==> src/rtl/fs_serial.sv <==
// fs_serial -- bit-serial full subtractor.
//
// Computes (a - b) mod 2^W one bit per clock, LSB first, through a single
// full-subtractor cell and a registered borrow. An operation accepted on
// edge E0 completes on edge EW, where done pulses and diff/bout update.
//
// Ports:
//   clk   : clock, all state changes on the rising edge
//   rst   : synchronous active-high reset, clears all state and outputs
//   start : request a new subtraction, only sampled while idle
//   a, b  : minuend / subtrahend, sampled on the accepting edge only
//   busy  : high while an operation is running
//   done  : one-cycle pulse when diff/bout are updated
//   diff  : (a - b) mod 2^W of the last completed operation
//   bout  : final borrow of the last completed operation (a < b)
module fs_serial #(
  parameter int W = 8
) (
  input  logic         clk,
  input  logic         rst,
  input  logic         start,
  input  logic [W-1:0] a,
  input  logic [W-1:0] b,
  output logic         busy,
  output logic         done,
  output logic [W-1:0] diff,
  output logic         bout
);

  localparam int CW = $clog2(W + 1);

  typedef enum logic {
    S_IDLE = 1'b0,
    S_RUN  = 1'b1
  } state_e;

  // Borrow out of one full-subtractor cell computing x - y - bin.
  function automatic logic borrow_f(input logic x, input logic y, input logic bin);
    return (~x & y) | (~x & bin) | (y & bin);
  endfunction

  // Difference bit of one full-subtractor cell.
  function automatic logic diff_bit_f(input logic x, input logic y, input logic bin);
    return x ^ y ^ bin;
  endfunction

  state_e        state_q, state_d;
  logic [W-1:0]  sa_q, sa_d;
  logic [W-1:0]  sb_q, sb_d;
  logic [W-1:0]  sd_q, sd_d;
  logic          br_q, br_d;
  logic [CW-1:0] cnt_q, cnt_d;
  logic          busy_q, busy_d;
  logic          done_q, done_d;
  logic [W-1:0]  diff_q, diff_d;
  logic          bout_q, bout_d;

  logic          d_s;
  logic          br_n_s;
  logic [W-1:0]  sd_shift_s;

  // Next-state, datapath and output computation.
  always_comb begin
    state_d = state_q;
    sa_d    = sa_q;
    sb_d    = sb_q;
    sd_d    = sd_q;
    br_d    = br_q;
    cnt_d   = cnt_q;
    diff_d  = diff_q;
    bout_d  = bout_q;
    done_d  = 1'b0;

    d_s    = diff_bit_f(sa_q[0], sb_q[0], br_q);
    br_n_s = borrow_f(sa_q[0], sb_q[0], br_q);
    // New result bit enters at the MSB; the oldest bit falls off the LSB.
    sd_shift_s = W'({d_s, sd_q} >> 1);

    case (state_q)
      S_IDLE: begin
        if (start) begin
          state_d = S_RUN;
          sa_d    = a;
          sb_d    = b;
          br_d    = 1'b0;
          cnt_d   = '0;
        end else begin
          state_d = S_IDLE;
        end
      end
      S_RUN: begin
        sa_d  = sa_q >> 1;
        sb_d  = sb_q >> 1;
        sd_d  = sd_shift_s;
        br_d  = br_n_s;
        cnt_d = cnt_q + CW'(1);
        if (cnt_q == CW'(W - 1)) begin
          // Last bit: publish the fully shifted difference and final borrow.
          state_d = S_IDLE;
          diff_d  = sd_shift_s;
          bout_d  = br_n_s;
          done_d  = 1'b1;
        end else begin
          state_d = S_RUN;
        end
      end
      default: begin
        state_d = S_IDLE;
      end
    endcase

    busy_d = (state_d == S_RUN);
  end

  // State, datapath and output registers with synchronous reset.
  always_ff @(posedge clk) begin
    if (rst) begin
      state_q <= S_IDLE;
      sa_q    <= '0;
      sb_q    <= '0;
      sd_q    <= '0;
      br_q    <= 1'b0;
      cnt_q   <= '0;
      busy_q  <= 1'b0;
      done_q  <= 1'b0;
      diff_q  <= '0;
      bout_q  <= 1'b0;
    end else begin
      state_q <= state_d;
      sa_q    <= sa_d;
      sb_q    <= sb_d;
      sd_q    <= sd_d;
      br_q    <= br_d;
      cnt_q   <= cnt_d;
      busy_q  <= busy_d;
      done_q  <= done_d;
      diff_q  <= diff_d;
      bout_q  <= bout_d;
    end
  end

  assign busy = busy_q;
  assign done = done_q;
  assign diff = diff_q;
  assign bout = bout_q;

endmodule

==> config.mk <==
export PLATFORM = sky130hd
export DESIGN_NAME = fs_serial
export DESIGN_NICKNAME = d
export VERILOG_FILES = /design/src/rtl/fs_serial.sv
export SDC_FILE = /design/constraint.sdc
export NUM_CORES = 1
export LEC_CHECK = 0
export CORE_MARGIN = 2
export CORE_UTILIZATION = 50
export DETAILED_ROUTE_END_ITERATION = 12
export GPL_TIMING_DRIVEN = 0
export MAX_ROUTING_LAYER = met4
export PLACE_DENSITY = 0.84
export RECOVER_POWER = 50
export SETUP_SLACK_MARGIN = 0.4
export SYNTH_ARGS = -nofsm -noshare
export SYNTH_HDL_FRONTEND = slang
export SYNTH_SLANG_ARGS = --single-unit
==> constraint.sdc <==
create_clock -name clk -period 1.4 [get_ports clk]
set_input_delay 0.35 -clock clk [delete_from_list [all_inputs] [get_ports clk]]
set_output_delay 0.35 -clock clk [all_outputs]
set_load 0.05 [all_outputs]
==> After elaboration in Yosys (flattened, before gate mapping) <==
Cells that the tools add are included.
Widths: inputs -> output; s select.
{ "op_classes": {"add_sub_neg": 1, "n_eq_ne": 2, "muxes": 12, "n_bitwise": 9, "n_reduce_logical": 2} }
{ "ops": {"columns": ["operator", "count"], "rows": [
  ["$pmux 8 s2", 2],
  ["$mux 8", 2],
  ["$pmux 4 s2", 1],
  ["$add 4x1->4 const B", 1],
  ["$eq 4x3->1 const B", 1],
  ["$mux 1", 4],
  ["$mux 4", 1],
  ["$pmux 1 s2", 2],
  ["$and 1x1->1", 3],
  ["$ne 2x2->1 const B", 1],
  ["$not 1->1", 2],
  ["$or 1x1->1", 2],
  ["$reduce_and 2->1", 1],
  ["$reduce_or 2->1", 1],
  ["$xor 1x1->1", 2]
]} }
{ "word_totals": {"register_bits": 40, "in_bits": 19, "out_inout_bits": 11} }

==> Longest topological paths before layout <==
Gate-level depths: netlist of run 1.
{ "logic_depth": {"word_depth": 5, "ltp_mapped": 5} }

==> Worst setup path before layout of run 1 <==
Ideal clock, no wire load.
{ "synth_timing": {"path_kind": "reg2reg", "startpoint": "reg busy (netlist name)", "endpoint": "reg diff_q[0], in the netlist diff[0]", "setup_time_ns": 0.117, "arrival_time_ns": 1.432, "required_ns": 1.283, "path_slack_ns": -0.149, "path_stages_with_launch": 6, "path_buffers": 2, "synth_period_minus_slack_ns": 1.549, "path_cell_list": "dfxtp_1 -> buf_4 -> nand4b_4 -> nor2b_4 -> buf_6 -> a22o_1"} }
{ "synth_rtl": {"columns": ["item", "line_no", "source"], "rows": [
  ["end signal, assigned", "137", "diff_q <= diff_d;"],
  ["end, declared", "55", "logic [W-1:0] diff_q, diff_d;"]
]} }

==> results of run 1 <==
[metrics by stage]
stage,power (mW),hold WS [ns],TNS (ns),std cells,cell area (µm²)
4_1_cts,2.489,0.3727,0,241,2410
6_report,2.525,0.3912,0,247,2486
3_5_place_dp,1.461,0.4478,-5.813,216,1952
3_3_place_gp,1.448,0.4352,-5.499,216,1952
5_1_grt,2.587,0.3971,0,247,2486
2_1_floorplan,1.371,0.4415,0,144,1617
[final cells by class]
type | instances | area [µm²] | area share, %
Inverter | 2 | 7.507 | 0.3020
Timing Repair Buffer | 51 | 556.8 | 22.40
Sequential cell | 39 | 804.5 | 32.36
Buffer | 10 | 102.6 | 4.127
Clock buffer | 5 | 37.54 | 1.510
Multi-Input combinational cell | 93 | 855.8 | 34.42
Tap cell | 44 | 55.05 | 2.214
Clock inverter | 3 | 66.31 | 2.667
[flip-flops by register name, summed over array words and instances, names as in the netlist]
register  cells
cnt_q         4
diff          8
sd_q          7
sa_q          8
done          1
sb_q          8
br_q          1
bout          1
busy          1
[path summary, 6_finish.rpt]
path / from / end / slack, ns
worst max-delay path: busy / cnt_q[3] / 0.03
worst min-delay path: start / busy / 0.39
worst max register to register: busy / cnt_q[3] / 0.03
worst min register to register: diff[7] / diff[7] / 0.49
[repair_timing]
| item | in CTS | in global routing |
|---|---|---|
| endpoints found under the hold margin | 0 | 0 |
| resized for setup | 130 | 20 |
| pin swaps | 11 | 21 |
| cloned | 4 | 0 |
| setup endpoints to repair | 50 | 49 |
| setup buffers | 13 | 6 |
[logic make-up (layout without fill, tap and decap cells)]
family          Yosys count  after routing
compound gates           16             16
fa+ha+maj                 2              2
buf+inv                  12             71
flops                    39             39
mux                      37             37
simple gates             38             38
[worst max-delay path: cells and delay by family, from the launching register on]
| family | cells | cell delay (ns) |
|---|---|---|
| AO/OA/AOI/OAI | 1 | 0.26 |
| buffers and inverters | 3 | 0.41 |
| flip-flops | 1 | 0.39 |
| AND/OR/NAND/NOR | 2 | 0.22 |
[per-layer routing]
layer  part of all wire [%]  GRT usage [%]  vias to the layer above
met3                    4.7          6.397                       14
met2                     55          45.19                       44
li1                       -              -                      626
met4                    3.3          9.317                        0
met5                      0              -                        -
met1                     37          27.01                      648
[Yosys cell counts (all sizes together) (2+ instances only)]
| cell | n |
|---|---|
| nor3b | 2 |
| mux2i | 23 |
| nor2 | 27 |
| a22o | 8 |
| a211oi | 2 |
| dfxtp | 39 |
| buf | 10 |
| nor3 | 3 |
| nor2b | 2 |
| inv | 2 |
| a21oi | 4 |
| mux2 | 14 |
[power by group]
part / leakage, nW / switching, mW / total [mW] / internal [mW]
registers: 0.325 / 0.0281 / 1.18 / 1.15
clock network: 0.0557 / 0.389 / 0.946 / 0.557
logic: 0.684 / 0.171 / 0.402 / 0.231
total: 1.06 / 0.589 / 2.52 / 1.94
==> flow_summary.toml, run 1 <==
[timing]
fmax_ghz = 0.7306
drv_slew = 0
finalCriticalPeriod_ns = 1.369
setup_slack_ns = 0.03119
hold_viol = 0
setup_viol_count_final = 0
worst_slew_pin_slew_ns = 0.3254
finalClockSkew_ns = 0.01005
period_share_pct = 97.77
slew_headroom_pct = 78.29
rsz0062_at_grt = "true"

[final_layout]
drive_gt1_share_pct = 49.75
most-common-layout-cells = "nor2_1, dfxtp_1, mux2i_1"
final_common_cell = "nor2_1"
utilization_pct = 81.43
fill_cells = 171
areaGrowthSynthToFinish_pct = 56.21
layout.nets = 223
n_antenna_cell = 0

[critical_path]
critPathLaunchType = "register"
cpMaxStageDelayCell = "dfxtp_4"
path_class = "register to register"
arrival_ns = 1.62
crit_required_ns = 1.65
path_max_fanout = 7
cp_cell_sequence = "buf_8 -> clkbuf_1 -> buf_6 -> nand4_1 -> a32oi_2 -> nor2_1"
reg2reg_depth = 6
max_stage_delay_ns = 0.39
endpoint_kind = "register"

[grt]
antenna_found_initial = 0
grt_overflow = 0
grt_first_pass_wirelength_mm = 6.354
grt_pass1_vias = 1305
grt_max_degree = 14
grt_usage_pct = 25.33

[die]
die_area_mm2 = 0.003651
start_util_pct = 52.13
ioPinCount = 30
core_area_mm2 = 0.003053
die_h_um = 60.42
row_count = 20
fp.dieW_um = 60.42

[drt]
wl_per_cell_um = 17.36
drtAntennaViolNets = 0
viasPerCell = 5.393
vias = 1332
drtIter0Drc = 34
routed_wl_mm = 4.288
firstDrtPassIters = 4
drc_errors = 0

[logic_synthesis]
synth_compound_area_share_pct = 7.626
synth_area_leaders = "dfxtp_1, mux2i_1, mux2_2, nor2_1, a22o_1"
synthMuxAreaShare_pct = 24.37
synth_edf_count = 0
syn-num-nets = 165
syn-cell-area_mm2 = 0.001592
yosysTopAreaCell = "dfxtp_1"
synth_ff_type = "dfxtp_1"
async_flop_share_pct = 0
yosys_warnings = 0
synth_top_family_by_area = "multiplexers"
avgSynthCellArea_um2 = 11.05
yosysSeqAreaShare_pct = 49.06
ys_ff_latch = 39
synth_xor_area_share_pct = 0
synthAdderAreaFrac_pct = 2.044
netlist.area_leader.share_pct = 49.06
yosys.area_share.simple_pct = 12.58
synth_cell_type_count = 24
syn_inst = 144

[placed_design]
hpwl_mm = 2.102
port_buffers = 28
dp_slack_ns = -0.2446
place_congestion = 0.7483

[worst_hold_path]
hold_path_depth = 3
hold_path.class = "input pin to register"

[cts]
cts_tree = "built"
root_buffer = "clkbuf_4"
clkLatencyLatePin_ns = 0.36
cts_sinks = 39
cts_made_buffers = 5
clock_path_buffers = 2
clkTransAtPathRegs_ns = 0.12
hold_buffers = 0
cts_max_level = 2

[job]
drv_cap = 0

[power_and_ir_drop]
p_per_area_mw_per_mm2 = 1016
p_leak_nw = 1.065
ir_drop_mv = 0.8873

[status]
outcome = "finished, final reports clean"
Power figures use the tool's default switching activity.
==> inputs of run 2 (changes only) <==
Settings changed: GPL_ROUTABILITY_DRIVEN set to 0, GPL_TIMING_DRIVEN 0 to unset.
==> flow_summary.toml, run 2 (synthesis results as in run 1) <==
[drt]
drtAntennaViolNets = 0
vias = 1308
wl_per_cell_um = 18.28
viasPerCell = 5.450
drtIter0Drc = 48
firstDrtPassIters = 4
routed_wl_mm = 4.387
drc_errors = 0

[critical_path]
path_class = "register to register"
endpoint_kind = "register"
arrival_ns = 1.59
crit_required_ns = 1.65
cpMaxStageDelayCell = "dfxtp_4"
max_stage_delay_ns = 0.40
path_buf_inv = 3
cp_cell_sequence = "buf_8 -> buf_2 -> clkbuf_4 -> mux2i_1 -> nor2_1"
path_max_fanout = 8
critPathLaunchType = "register"
cp_top_family = "buffers and inverters"

[cts]
clock_path_buffers = 2
hold_buffers = 0
clkLatencyLatePin_ns = 0.35
cts_made_buffers = 5
clkTransAtPathRegs_ns = 0.11
cts_max_level = 2
cts_tree = "built"
cts_sinks = 39
root_buffer = "clkbuf_4"

[placed_design]
dp_cells = 214
port_buffers = 29
hpwl_mm = 2.114
dp_slack_ns = -0.2923

[final_layout]
n_antenna_cell = 0
final_common_cell = "nor2_1"
areaGrowthSynthToFinish_pct = 57.08
fin_cells = 240
most-common-layout-cells = "nor2_1, dfxtp_1, mux2i_1"
fill_cells = 179
drive_gt1_share_pct = 48.47
layout.nets = 216

[timing]
rsz0062_at_grt = "true"
setup_viol_count_final = 0
period_share_pct = 95.78
fmax_ghz = 0.7458
drv_slew = 0
worst_slew_pin_slew_ns = 0.3975
finalCriticalPeriod_ns = 1.341
setup_slack_ns = 0.05913
finalClockSkew_ns = 0.006443
hold_viol = 0
slew_headroom_pct = 73.50

[die]
fp.dieW_um = 60.42
die_area_mm2 = 0.003651
die_h_um = 60.42
start_util_pct = 52.13
ioPinCount = 30
row_count = 20
core_area_mm2 = 0.003053

[power_and_ir_drop]
p_leak_nw = 1.029
ir_drop_mv = 0.6871
p_per_area_mw_per_mm2 = 947.2

[grt]
grt_usage_pct = 24.60
grt_max_degree = 17
grt_first_pass_wirelength_mm = 6.175
antenna_found_initial = 0
grt_pass1_vias = 1298
grt_overflow = 0

[worst_hold_path]
hold_path.class = "register to register"

[status]
outcome = "finished, final reports clean"

[job]
drv_cap = 0
run 2: changes by cell type in the layout (fill, tap and decap cells not counted), moves of 4 or more:
cell and delta:
buf_12 +12, buf_4 -6, buf_8 -10, buf_6 -4
run 2: cell type report:
class / instances / area, µm² / area share [%]
multi-input combinational: 94 / 875.8 / 35.04
tap: 44 / 55.05 / 2.202
timing repair buffer: 53 / 660.6 / 26.43
inverter: 2 / 10.01 / 0.4004
sequential: 39 / 812.0 / 32.48
clock inverter: 2 / 35.03 / 1.401
clock buffer: 6 / 51.30 / 2.052
run 2: where the power goes:
| part | total (mW) | leakage, nW | internal (mW) | switching, mW |
|---|---|---|---|---|
| Combinational | 0.387 | 0.654 | 0.223 | 0.164 |
| Clock | 0.803 | 0.0482 | 0.422 | 0.381 |
| Sequential | 1.18 | 0.327 | 1.15 | 0.0329 |
| Total | 2.37 | 1.03 | 1.79 | 0.578 |
run 2: path summary, 6_finish.rpt:
| kind | start | to | slack [ns] | cells past startpoint |
|---|---|---|---|---|
| min | sa_q[3] | sa_q[2] | 0.51 | 2 |
| min reg2reg | sa_q[3] | sa_q[2] | 0.51 | 2 |
| max reg2reg | busy | sd_q[1] | 0.06 | 5 |
| max | busy | sd_q[1] | 0.06 | 5 |
run 2: worst register-to-register path, cell delays in order (launching register included):
cell and delay, ns:
dfxtp_4 0.40, buf_8 0.12, buf_2 0.11, clkbuf_4 0.24, mux2i_1 0.29, nor2_1 0.08
run 2: timing repair:
item	in CTS	in global routing
gates cloned	4	1
gates resized for setup	48	25
buffers inserted	8	5
setup endpoints to repair	50	50
pin swaps	13	24
run 2: per-layer routing:
metal / GRT usage [%] / wire length, µm / vias up
li1: - / - / 607
met1: 26.07 / 1733 / 639
met2: 41.30 / 2324 / 49
met3: 7.463 / 226 / 13
met4: 12.73 / 104 / 0
met5: - / 0 / -
run 2: metrics by stage:
step                      hold slack, ns  TNS, ns  power [mW]  cell area [µm²]  util, %
after detailed placement          0.4768   -5.005       1.464             2063    67.58
after global routing              0.5258        0       2.446             2500    81.89
after CTS                         0.4975        0       2.363             2445    80.08
after floorplan                   0.4415        0       1.371             1617        -
after global placement            0.4521   -4.166       1.450             2063    67.58
final                             0.5140        0       2.368             2500    81.89
